<file path="src/rtl/day10_pkg.sv">
// Shared types, default widths and the popcount width helper for the day10
// solver and the result accumulator.
package day10_pkg;

    typedef enum logic [1:0] {
        IDLE  = 2'd0,
        SCAN  = 2'd1,
        CHECK = 2'd2,
        DONE  = 2'd3
    } acc_state_e;

    localparam int DEF_MAX_NUM_BUTTONS = 13;
    localparam int DEF_TOTAL_W         = 32;
    localparam int DEF_MACHINE_CNT_W   = 16;

    // Bits needed to hold a count of 0..n set buttons.
    function automatic int popcount_w(input int n);
        if (n <= 1) begin
            return 1;
        end else begin
            return $clog2(n + 1);
        end
    endfunction

endpackage

</file>
<file path="src/rtl/day10_output_if.sv">
// Per-machine result bundle from the day10 solver: claimed minimum press count
// and the button mask that achieves it.
interface day10_output_if
    import day10_pkg::*;
#(
    parameter int MAX_NUM_BUTTONS   = DEF_MAX_NUM_BUTTONS,
    parameter int MAX_NUM_PRESSES_W = popcount_w(MAX_NUM_BUTTONS)
);
    logic [MAX_NUM_PRESSES_W-1:0] min_button_presses;
    logic [MAX_NUM_BUTTONS-1:0]   buttons_to_press;

    modport producer (output min_button_presses, output buttons_to_press);
    modport consumer (input  min_button_presses, input  buttons_to_press);
endinterface

</file>
<file path="src/rtl/day10_serial_popcount.sv">
// Bit-serial popcount: load a mask, then shift one bit per cycle into the
// counter. done flags that the current shift empties the mask.
module day10_serial_popcount
    import day10_pkg::*;
#(
    parameter int MAX_NUM_BUTTONS   = DEF_MAX_NUM_BUTTONS,
    parameter int MAX_NUM_BUTTONS_W = popcount_w(MAX_NUM_BUTTONS)
) (
    input  logic                         clk,
    input  logic                         rst_n,
    input  logic                         clear,
    input  logic                         load,
    input  logic [MAX_NUM_BUTTONS-1:0]   load_mask,
    input  logic                         shift,
    output logic                         done,
    output logic [MAX_NUM_BUTTONS_W-1:0] count
);

    logic [MAX_NUM_BUTTONS-1:0]   mask_r;
    logic [MAX_NUM_BUTTONS-1:0]   mask_shift_s;
    logic [MAX_NUM_BUTTONS_W-1:0] count_r;

    assign mask_shift_s = mask_r >> 1;
    // Early exit looks at the post-shift mask so the FSM leaves SCAN on the last useful bit.
    assign done  = (mask_shift_s == '0);
    assign count = count_r;

    // Mask shifter and ones counter.
    always_ff @(posedge clk or negedge rst_n) begin
        if (!rst_n) begin
            mask_r  <= '0;
            count_r <= '0;
        end else if (clear) begin
            mask_r  <= '0;
            count_r <= '0;
        end else if (load) begin
            mask_r  <= load_mask;
            count_r <= '0;
        end else if (shift) begin
            mask_r  <= mask_shift_s;
            count_r <= count_r + MAX_NUM_BUTTONS_W'(mask_r[0]);
        end else begin
            mask_r  <= mask_r;
            count_r <= count_r;
        end
    end

endmodule

</file>
<file path="src/rtl/day10_result_accumulator.sv">
// Consumes day10 per-machine results, re-verifies each mask popcount against
// the claimed press count and accumulates the saturating puzzle total.
module day10_result_accumulator
    import day10_pkg::*;
#(
    parameter int MAX_NUM_BUTTONS   = DEF_MAX_NUM_BUTTONS,
    parameter int MAX_NUM_BUTTONS_W = popcount_w(MAX_NUM_BUTTONS),
    parameter int MAX_NUM_PRESSES_W = MAX_NUM_BUTTONS_W,
    parameter int TOTAL_W           = DEF_TOTAL_W,
    parameter int MACHINE_CNT_W     = DEF_MACHINE_CNT_W
) (
    input  logic                     clk,
    input  logic                     rst_n,
    day10_output_if.consumer         res,
    input  logic                     in_valid,
    output logic                     in_ready,
    input  logic                     in_last,
    input  logic                     clear,
    output logic [TOTAL_W-1:0]       total,
    output logic                     total_valid,
    output logic [MACHINE_CNT_W-1:0] machine_count,
    output logic                     mismatch,
    output logic [MACHINE_CNT_W-1:0] first_bad_index,
    output logic                     overflow
);

    localparam logic [1:0] ST_IDLE  = IDLE;
    localparam logic [1:0] ST_SCAN  = SCAN;
    localparam logic [1:0] ST_CHECK = CHECK;
    localparam logic [1:0] ST_DONE  = DONE;

    logic [1:0]                   state_r;
    logic [1:0]                   state_nxt_s;
    logic                         in_ready_r;
    logic [TOTAL_W-1:0]           total_r;
    logic                         total_valid_r;
    logic [MACHINE_CNT_W-1:0]     machine_count_r;
    logic                         mismatch_r;
    logic [MACHINE_CNT_W-1:0]     first_bad_index_r;
    logic                         overflow_r;
    logic [MAX_NUM_PRESSES_W-1:0] presses_r;
    logic                         last_r;

    logic                         pc_load_s;
    logic                         pc_shift_s;
    logic                         pc_done_s;
    logic [MAX_NUM_BUTTONS_W-1:0] pc_count_s;
    logic [TOTAL_W:0]             presses_ext_s;
    logic [TOTAL_W:0]             count_ext_s;
    logic [TOTAL_W:0]             sum_s;
    logic                         bad_s;

    day10_serial_popcount #(
        .MAX_NUM_BUTTONS   (MAX_NUM_BUTTONS),
        .MAX_NUM_BUTTONS_W (MAX_NUM_BUTTONS_W)
    ) u_popcount (
        .clk       (clk),
        .rst_n     (rst_n),
        .clear     (clear),
        .load      (pc_load_s),
        .load_mask (res.buttons_to_press),
        .shift     (pc_shift_s),
        .done      (pc_done_s),
        .count     (pc_count_s)
    );

    assign presses_ext_s = {{(TOTAL_W + 1 - MAX_NUM_PRESSES_W){1'b0}}, presses_r};
    assign count_ext_s   = {{(TOTAL_W + 1 - MAX_NUM_BUTTONS_W){1'b0}}, pc_count_s};
    // The extra top bit of the sum is the carry that triggers saturation.
    assign sum_s         = {1'b0, total_r} + presses_ext_s;
    assign bad_s         = (count_ext_s != presses_ext_s);

    // Next-state decode and popcount control.
    always_comb begin
        state_nxt_s = state_r;
        pc_load_s   = 1'b0;
        pc_shift_s  = 1'b0;
        case (state_r)
            ST_IDLE: begin
                if (in_valid && in_ready_r) begin
                    pc_load_s   = 1'b1;
                    state_nxt_s = (res.buttons_to_press != '0) ? ST_SCAN : ST_CHECK;
                end else begin
                    state_nxt_s = ST_IDLE;
                end
            end
            ST_SCAN: begin
                pc_shift_s = 1'b1;
                if (pc_done_s) begin
                    state_nxt_s = ST_CHECK;
                end else begin
                    state_nxt_s = ST_SCAN;
                end
            end
            ST_CHECK: begin
                state_nxt_s = last_r ? ST_DONE : ST_IDLE;
            end
            ST_DONE: begin
                state_nxt_s = ST_DONE;
            end
            default: begin
                state_nxt_s = ST_IDLE;
            end
        endcase
    end

    // FSM state, handshake, accumulators and sticky flags.
    always_ff @(posedge clk or negedge rst_n) begin
        if (!rst_n) begin
            state_r           <= ST_IDLE;
            in_ready_r        <= 1'b1;
            total_r           <= '0;
            total_valid_r     <= 1'b0;
            machine_count_r   <= '0;
            mismatch_r        <= 1'b0;
            first_bad_index_r <= '0;
            overflow_r        <= 1'b0;
            presses_r         <= '0;
            last_r            <= 1'b0;
        end else if (clear) begin
            state_r           <= ST_IDLE;
            in_ready_r        <= 1'b1;
            total_r           <= '0;
            total_valid_r     <= 1'b0;
            machine_count_r   <= '0;
            mismatch_r        <= 1'b0;
            first_bad_index_r <= '0;
            overflow_r        <= 1'b0;
            presses_r         <= '0;
            last_r            <= 1'b0;
        end else begin
            state_r       <= state_nxt_s;
            // Ready reopens one cycle after returning to IDLE, drops on the accepting edge.
            in_ready_r    <= (state_r == ST_IDLE) && (state_nxt_s == ST_IDLE);
            total_valid_r <= (state_r == ST_DONE);
            if (pc_load_s) begin
                presses_r <= res.min_button_presses;
                last_r    <= in_last;
            end
            if (state_r == ST_CHECK) begin
                if (bad_s && !mismatch_r) begin
                    mismatch_r        <= 1'b1;
                    first_bad_index_r <= machine_count_r;
                end
                if (sum_s[TOTAL_W]) begin
                    total_r    <= '1;
                    overflow_r <= 1'b1;
                end else begin
                    total_r <= sum_s[TOTAL_W-1:0];
                end
                machine_count_r <= machine_count_r + MACHINE_CNT_W'(1);
            end
        end
    end

    assign in_ready        = in_ready_r;
    assign total           = total_r;
    assign total_valid     = total_valid_r;
    assign machine_count   = machine_count_r;
    assign mismatch        = mismatch_r;
    assign first_bad_index = first_bad_index_r;
    assign overflow        = overflow_r;

endmodule

</file>
<file path="src/flat_wrapper.sv">
// flat-port wrapper written by rule: the top's interface ports become plain ports
module day10_result_accumulator_flat import day10_pkg::*;
#(
    parameter int MAX_NUM_BUTTONS   = DEF_MAX_NUM_BUTTONS,
    parameter int MAX_NUM_BUTTONS_W = popcount_w(MAX_NUM_BUTTONS),
    parameter int MAX_NUM_PRESSES_W = MAX_NUM_BUTTONS_W,
    parameter int TOTAL_W           = DEF_TOTAL_W,
    parameter int MACHINE_CNT_W     = DEF_MACHINE_CNT_W
)
  (clk, rst_n, in_valid, in_ready, in_last, clear, total, total_valid, machine_count, mismatch, first_bad_index, overflow, res_min_button_presses, res_buttons_to_press);
  day10_output_if #(.MAX_NUM_BUTTONS(MAX_NUM_BUTTONS), .MAX_NUM_PRESSES_W(MAX_NUM_PRESSES_W)) res_i ();
  input  logic clk;
  input  logic rst_n;
  input  logic in_valid;
  output logic in_ready;
  input  logic in_last;
  input  logic clear;
  output logic [TOTAL_W-1:0] total;
  output logic total_valid;
  output logic [MACHINE_CNT_W-1:0] machine_count;
  output logic mismatch;
  output logic [MACHINE_CNT_W-1:0] first_bad_index;
  output logic overflow;
  input wire logic [$bits(res_i.min_button_presses)-1:0] res_min_button_presses;
  input wire logic [$bits(res_i.buttons_to_press)-1:0] res_buttons_to_press;
  assign res_i.min_button_presses = res_min_button_presses;
  assign res_i.buttons_to_press = res_buttons_to_press;
  day10_result_accumulator #(.MAX_NUM_BUTTONS(MAX_NUM_BUTTONS), .MAX_NUM_BUTTONS_W(MAX_NUM_BUTTONS_W), .MAX_NUM_PRESSES_W(MAX_NUM_PRESSES_W), .TOTAL_W(TOTAL_W), .MACHINE_CNT_W(MACHINE_CNT_W)) u_core (.clk(clk), .rst_n(rst_n), .res(res_i), .in_valid(in_valid), .in_ready(in_ready), .in_last(in_last), .clear(clear), .total(total), .total_valid(total_valid), .machine_count(machine_count), .mismatch(mismatch), .first_bad_index(first_bad_index), .overflow(overflow));
endmodule
</file>
<file path="config.mk">
export PLATFORM = sky130hd
export DESIGN_NAME = day10_result_accumulator_flat
export DESIGN_NICKNAME = d
export VERILOG_FILES = /design/src/rtl/day10_pkg.sv /design/src/rtl/day10_output_if.sv /design/src/rtl/day10_serial_popcount.sv /design/src/rtl/day10_result_accumulator.sv /design/src/flat_wrapper.sv
export SDC_FILE = /design/constraint.sdc
export NUM_CORES = 1
export LEC_CHECK = 0
export ABC_CLOCK_PERIOD_IN_PS = 2550
export BUFFER_PORTS_ARGS = -buffer_cell sky130_fd_sc_hd__buf_2
export CORE_ASPECT_RATIO = 1.5
export CORE_MARGIN = 1.5
export CORE_UTILIZATION = 45
export DETAILED_ROUTE_END_ITERATION = 7
export PLACE_DENSITY = 0.74
export SYNTH_ARGS = -nofsm -noshare
export SYNTH_HDL_FRONTEND = slang
export SYNTH_HIERARCHICAL = 1
export SYNTH_SLANG_ARGS = --single-unit
</file>
<file path="constraint.sdc">
create_clock -name clk -period 2.55 [get_ports clk]
set_input_delay 0.51 -clock clk [delete_from_list [all_inputs] [get_ports clk]]
set_output_delay 0.51 -clock clk [all_outputs]
set_load 0.01 [all_outputs]
</file>
After elaboration in Yosys (flattened, before gate mapping):

Index checks and enable logic that the tools add are counted.
Widths: inputs -> output; s select.

* latch bits: 0
* memory bits (read-only): 0
* word-level logic and storage cells: 69
* register bits after elaboration: 92
* memory bits (writable): 0
* memories: 0
* bits of input ports: 22
* output and inout port bits: 68

* $lt $le $gt $ge: 0
* bitwise logic cells: 0
* shift operators: 0
* multiplexer cells: 35
* $mul: 0
* add/sub/neg operators: 3
* reduce and logical (&&, ||, !) cells: 15
* eq/ne operators: 4
* div/mod/pow operators: 0

Operators with widths (number)
* $mux 32: 3
* $mux 16: 5
* $mux 13: 3
* $add 32x4->33: 1
* $mux 4: 5
* $add 16x1->16 const B: 1
* $logic_not 13->1: 1
* $mux 1: 13
* $reduce_bool 13->1: 1
* $mux 2: 5
* $pmux 2 s4: 1
* $reduce_bool 2->1: 4
* $add 4x1->4: 1
* $eq 2x2->1 const B: 2
* $logic_not 2->1: 2
* $ne 4x4->1: 1
* $reduce_and 2->1: 2
* $logic_and 1x1->1: 3
* $reduce_bool 3->1: 1
* $eq 2x1->1 const B: 1
* $logic_not 1->1: 1

Depth between registers and ports, before layout:

* depth in word-level cells: 7
* mapped depth: 8
* mapped depth without buffers: 7

Hierarchy:

Netlist, hierarchy kept.

By module, submodules not included
* day10_result_accumulator: seq. area each 1878.1 um2, area each 3762.4 um2, times used 1, cells each 372
* day10_serial_popcount: seq. area each 425.4 um2, area each 913.4 um2, times used 1, cells each 80

Worst setup path after synthesis:

OpenSTA, ideal clock, no wires.

* kind: register to register
* start point: register u_core.total_r[0], in the netlist u_core/total[0]
* end point: register u_core.total_r[10], in the netlist u_core/total[10]
* setup slack: 0.096 ns
* required time: 2.414 ns
* stages on the path, launching flop included: 9
* buffers on the path: 1
* data arrival time: 2.318 ns
* setup time: 0.136 ns
* clock period less this slack: 2.454 ns
* path through: dfrtp_1 -> ha_1 -> fa_1 -> a21o_1 -> a21oi_1 -> nor2_1 -> nand2_2 -> buf_2 -> a21oi_1

* longest elaborated chain between the ends: 4

Ends and longest elaborated chain
* start, declared: line day10_result_accumulator.sv:35 `logic [TOTAL_W-1:0] total_r;`
* start signal, assigned: line day10_result_accumulator.sv:149 `total_r <= sum_s[TOTAL_W-1:0];`
* $add 32x4->33: line day10_result_accumulator.sv:70 `assign sum_s = {1'b0, total_r} + presses_ext_s;`
* $mux 32: line day10_result_accumulator.sv:145 `if (sum_s[TOTAL_W]) begin`
* $mux 32: line day10_result_accumulator.sv:140 `if (state_r == ST_CHECK) begin`
* $mux 32: line day10_result_accumulator.sv:120 `end else if (clear) begin`

Every way passes these cells. The select of a mux whose other input is x is not followed.
A chain may end at the register's enable or synchronous reset.

Worst setup path after layout:

* start point: register u_core.presses_r[0]
* end point: register u_core.total_r[28], in the netlist u_core/total[28]

* longest elaborated chain between the ends: 4

Ends and longest elaborated chain
* start, declared: line day10_result_accumulator.sv:41 `logic [MAX_NUM_PRESSES_W-1:0] presses_r;`
* start signal, assigned: line day10_result_accumulator.sv:137 `presses_r <= res.min_button_presses;`
* $add 32x4->33: line day10_result_accumulator.sv:70
* $mux 32: line day10_result_accumulator.sv:145
* $mux 32: line day10_result_accumulator.sv:140
* $mux 32: line day10_result_accumulator.sv:120

Every way passes these cells. The select of a mux whose other input is x is not followed.

==> impl_results.md <==
* Vertical extent of the die at 128 µm
* Post-cts repair resize count at 0
* Leading register cell type out of synthesis: dfrtp_1
* Class of the tightest hold or removal check: in -> async
* Maximum number of pins on one net before global-route repair at 49
* Beginning of the critical path: u_core/presses_r[0]
* Number of H-tree levels at 3
* First-pass GRT wire length at 18.5 mm
* Weighted congestion at the end of routability-driven global placement at 0.826
* Maximum clock insertion buffer count at 2
* Grt total ovfl at 0
* Core Footprint at 10100 µm²
* Pre-CTS WS at approximately 220 ps
* Maximum fanout encountered on the critical timing path at 8
* Syn nets at 482
* Source of the worst register-to-register timing path: u_core/presses_r[0]
* Antenna violations before repair at 0
* Netlist cell types at 54
* Detail-routed via count per cell at 5.68
* Worst-path clk slew at 70 ps
* Yosys reg bits at 92
* Initial Utilization at 46.1%
* Number of maximum-capacitance violations at 0
* Post-route core utilization at 55.2%
* Violation count after the first detailed-route iteration at 165
* Syn Std Cell Area at ~4700 µm²
* Setup_tns at 0 ps
* Crit. End Element: flip-flop
* Layout overhead on the synthesized area at 19.6%
* Hold buffer count at cts at 0
* Remaining antenna violation count at 0
* Routed vias at 3778
* Worst supply voltage drop on vdd at 0.353 mV
* Pwr/cell area at 669 nW/µm²
* Count of yosys warnings during synthesis at 6
* Critical path required time at 2770 ps
* Antenna Diode Count at 0
* Final Hold Violating Endpoints at 0
* Register area share after synthesis at about half
* Final HPWL DP at 7.85 mm
* Static leakage at approximately 0.0028 µW
* Status: finished, final reports clean
* Worst Setup EP: u_core/total[28]
* Clock net sink count at 92
* Setup repair after global routing missed its margin: no
* Global routing usage summed across all routing layers at 21.3%
* TritonCTS Buffers at 9
* Final setup violation count at 0
* Synth Instances at 452
* DIE AREA at 11000 µm²
* IO buf count at 89
* Asr flop ratio synth at 100%
* Slew at the pin closest to its max-slew limit at between 600 and 700 ps
* Clock tree root buffer cell: clkbuf_16
* Number of pins exceeding their max-slew limit in the final report at 0
* Startpoint kind of the worst setup timing path: flip-flop
* Worst-case clock skew at 8.05 ps
* Die outline width at about 86 µm
* Wirelength, routed at 11.2 mm
* Clock network latency to the later pin of the worst-skew pair at 340 ps
* Arrival time at the worst endpoint at 2580 ps
* Count of filler cells inserted in the layout at 938
* Post-Syn Area per Cell at 10.3 µm²
* Portion of the clock cycle consumed by the worst path in the final layout at 92.5%
* Setup slack, reg-to-reg at 190 ps
* Post-CTS setup buffer count at 0
* Net count, final at about 570
* Post-route DRC at 0
* Reg2Reg Capture Point: u_core/total[28]
* Worst reg-to-reg path cell count at 7
* FMAX at 424 MHz
* First-pass iteration count of the detailed router at 4
* Vias in the first global route at 3789
* Share of cells above drive strength 1 at 24.6%
* Setup slack of the critical path after layout at 191 ps
* Site row count at 45
* Number of enable-type register cells in the synthesized netlist at 0
* TritonCTS clock tree: built
* Drt wl/cell at 16.8 µm
* Type of the worst setup path: reg -> reg
* Max-slew headroom at the worst pin at roughly 59%
* Minimum clock period at 2360 ps
* IO Count at 90
==> synth_stat cells, types with 2 or more instances <==
library cell / n / area (µm²)
clkbuf_1: 13 / 48.8
inv_1: 6 / 22.5
nor3_2: 2 / 20.0
and4_1: 3 / 26.3
a311oi_1: 2 / 17.5
nor3_1: 8 / 40.0
a21oi_1: 35 / 175
and4b_1: 2 / 20.0
nand2_1: 22 / 82.6
a31oi_1: 6 / 37.5
a211oi_1: 14 / 105
nor2_1: 49 / 184
nand4_2: 2 / 25.0
o21a_1: 2 / 15.0
nor2b_1: 18 / 113
nand3_1: 14 / 70.1
ha_1: 7 / 87.6
nand4_1: 17 / 106
xnor2_1: 18 / 158
nor4_1: 10 / 62.6
or3_1: 3 / 18.8
and3_1: 9 / 56.3
xor2_1: 20 / 175
nor4b_2: 2 / 30.0
mux2i_1: 35 / 350
o21ai_0: 5 / 25.0
a21o_1: 4 / 30.0
dfrtp_1: 91 / 2280
buf_2: 8 / 40.0
==> how the worst min path moves through the flow <==
stage                                           from                    endpoint  slack [ps]
final                                          rst_n            u_core/total[25]         150
after floorplan                                rst_n   u_core/first_bad_index[0]         210
after global placement    u_core/first_bad_index[13]  u_core/first_bad_index[13]         500
after global routing                           rst_n            u_core/total[25]         190
after CTS                                      rst_n            u_core/total[25]         160
after detailed placement  u_core/first_bad_index[12]  u_core/first_bad_index[12]         510
==> flip-flops by register name, summed over array words and instances, names as in the netlist, 2 cells and up <==
register / flops
u_core/first_bad_index: 16
u_core/u_popcount/mask_r: 13
u_core/presses_r: 4
u_core/u_popcount/count: 4
u_core/total: 32
u_core/machine_count: 16
u_core/state_r: 2
==> report_power, final <==
group	switching, µW	internal, µW	total (µW)
registers	118	1570	1690
logic	385	308	693
clock network	545	810	1350
==> cells in the final DEF, fill, tap and decap left out, drive strengths merged, types with 18 or more instances in the layout <==
master,instances
nand2,23
nor2,49
nand4,19
mux2i,35
nor2b,18
xnor2,18
xor2,20
a21oi,35
dfrtp,91
buf,104
==> stage by stage <==
stage                     total power (µW)  instance area [µm²]  cells  hold WS (ps)
after floorplan                       2220                 4680    452           214
after global routing                  3920                 5590    665           189
after global placement                2380                 5290    649           498
final                                 3740                 5590    665           146
after CTS                             3770                 5590    665           158
after detailed placement              2410                 5290    649           510
==> routing by layer <==
layer  global-route usage [%]  vias to the layer above  wire [µm]
met5                        0                        -          0
met4                     8.82                        0        237
met3                     4.19                       19        490
met2                     37.3                       92       5890
met1                     25.4                     1861       4580
li1                         -                     1806          -
==> area by class of cell <==
class | instances | area (µm²) | share of cell area [%]
clock inverter | 4 | 47.5 | 0.850
tap | 117 | 146 | 2.62
sequential | 92 | 2300 | 41.2
multi-input combinational | 330 | 2230 | 39.9
clock buffer | 12 | 256 | 4.59
timing repair buffer | 104 | 586 | 10.5
inverter | 6 | 22.5 | 0.403
==> worst max-delay path: stages (launching register included) <==
cell      delay (ps)
dfrtp_1          410
ha_1             230
fa_1             420
a21o_1           200
a21oi_1          330
buf_4            220
nor3_4            70
a311oi_1         360
==> kinds of logic after synthesis <==
group	count (synthesis)	synth area share, %
AND/OR/NAND/NOR	173	20.5
flip-flops	92	49.3
AO/OA/AOI/OAI	75	9.95
XOR/XNOR	38	7.12
multiplexers	36	7.73
buffers and inverters	30	3.13
adder cells (fa/ha/maj)	8	2.30
(Power assumes the default switching activity.)
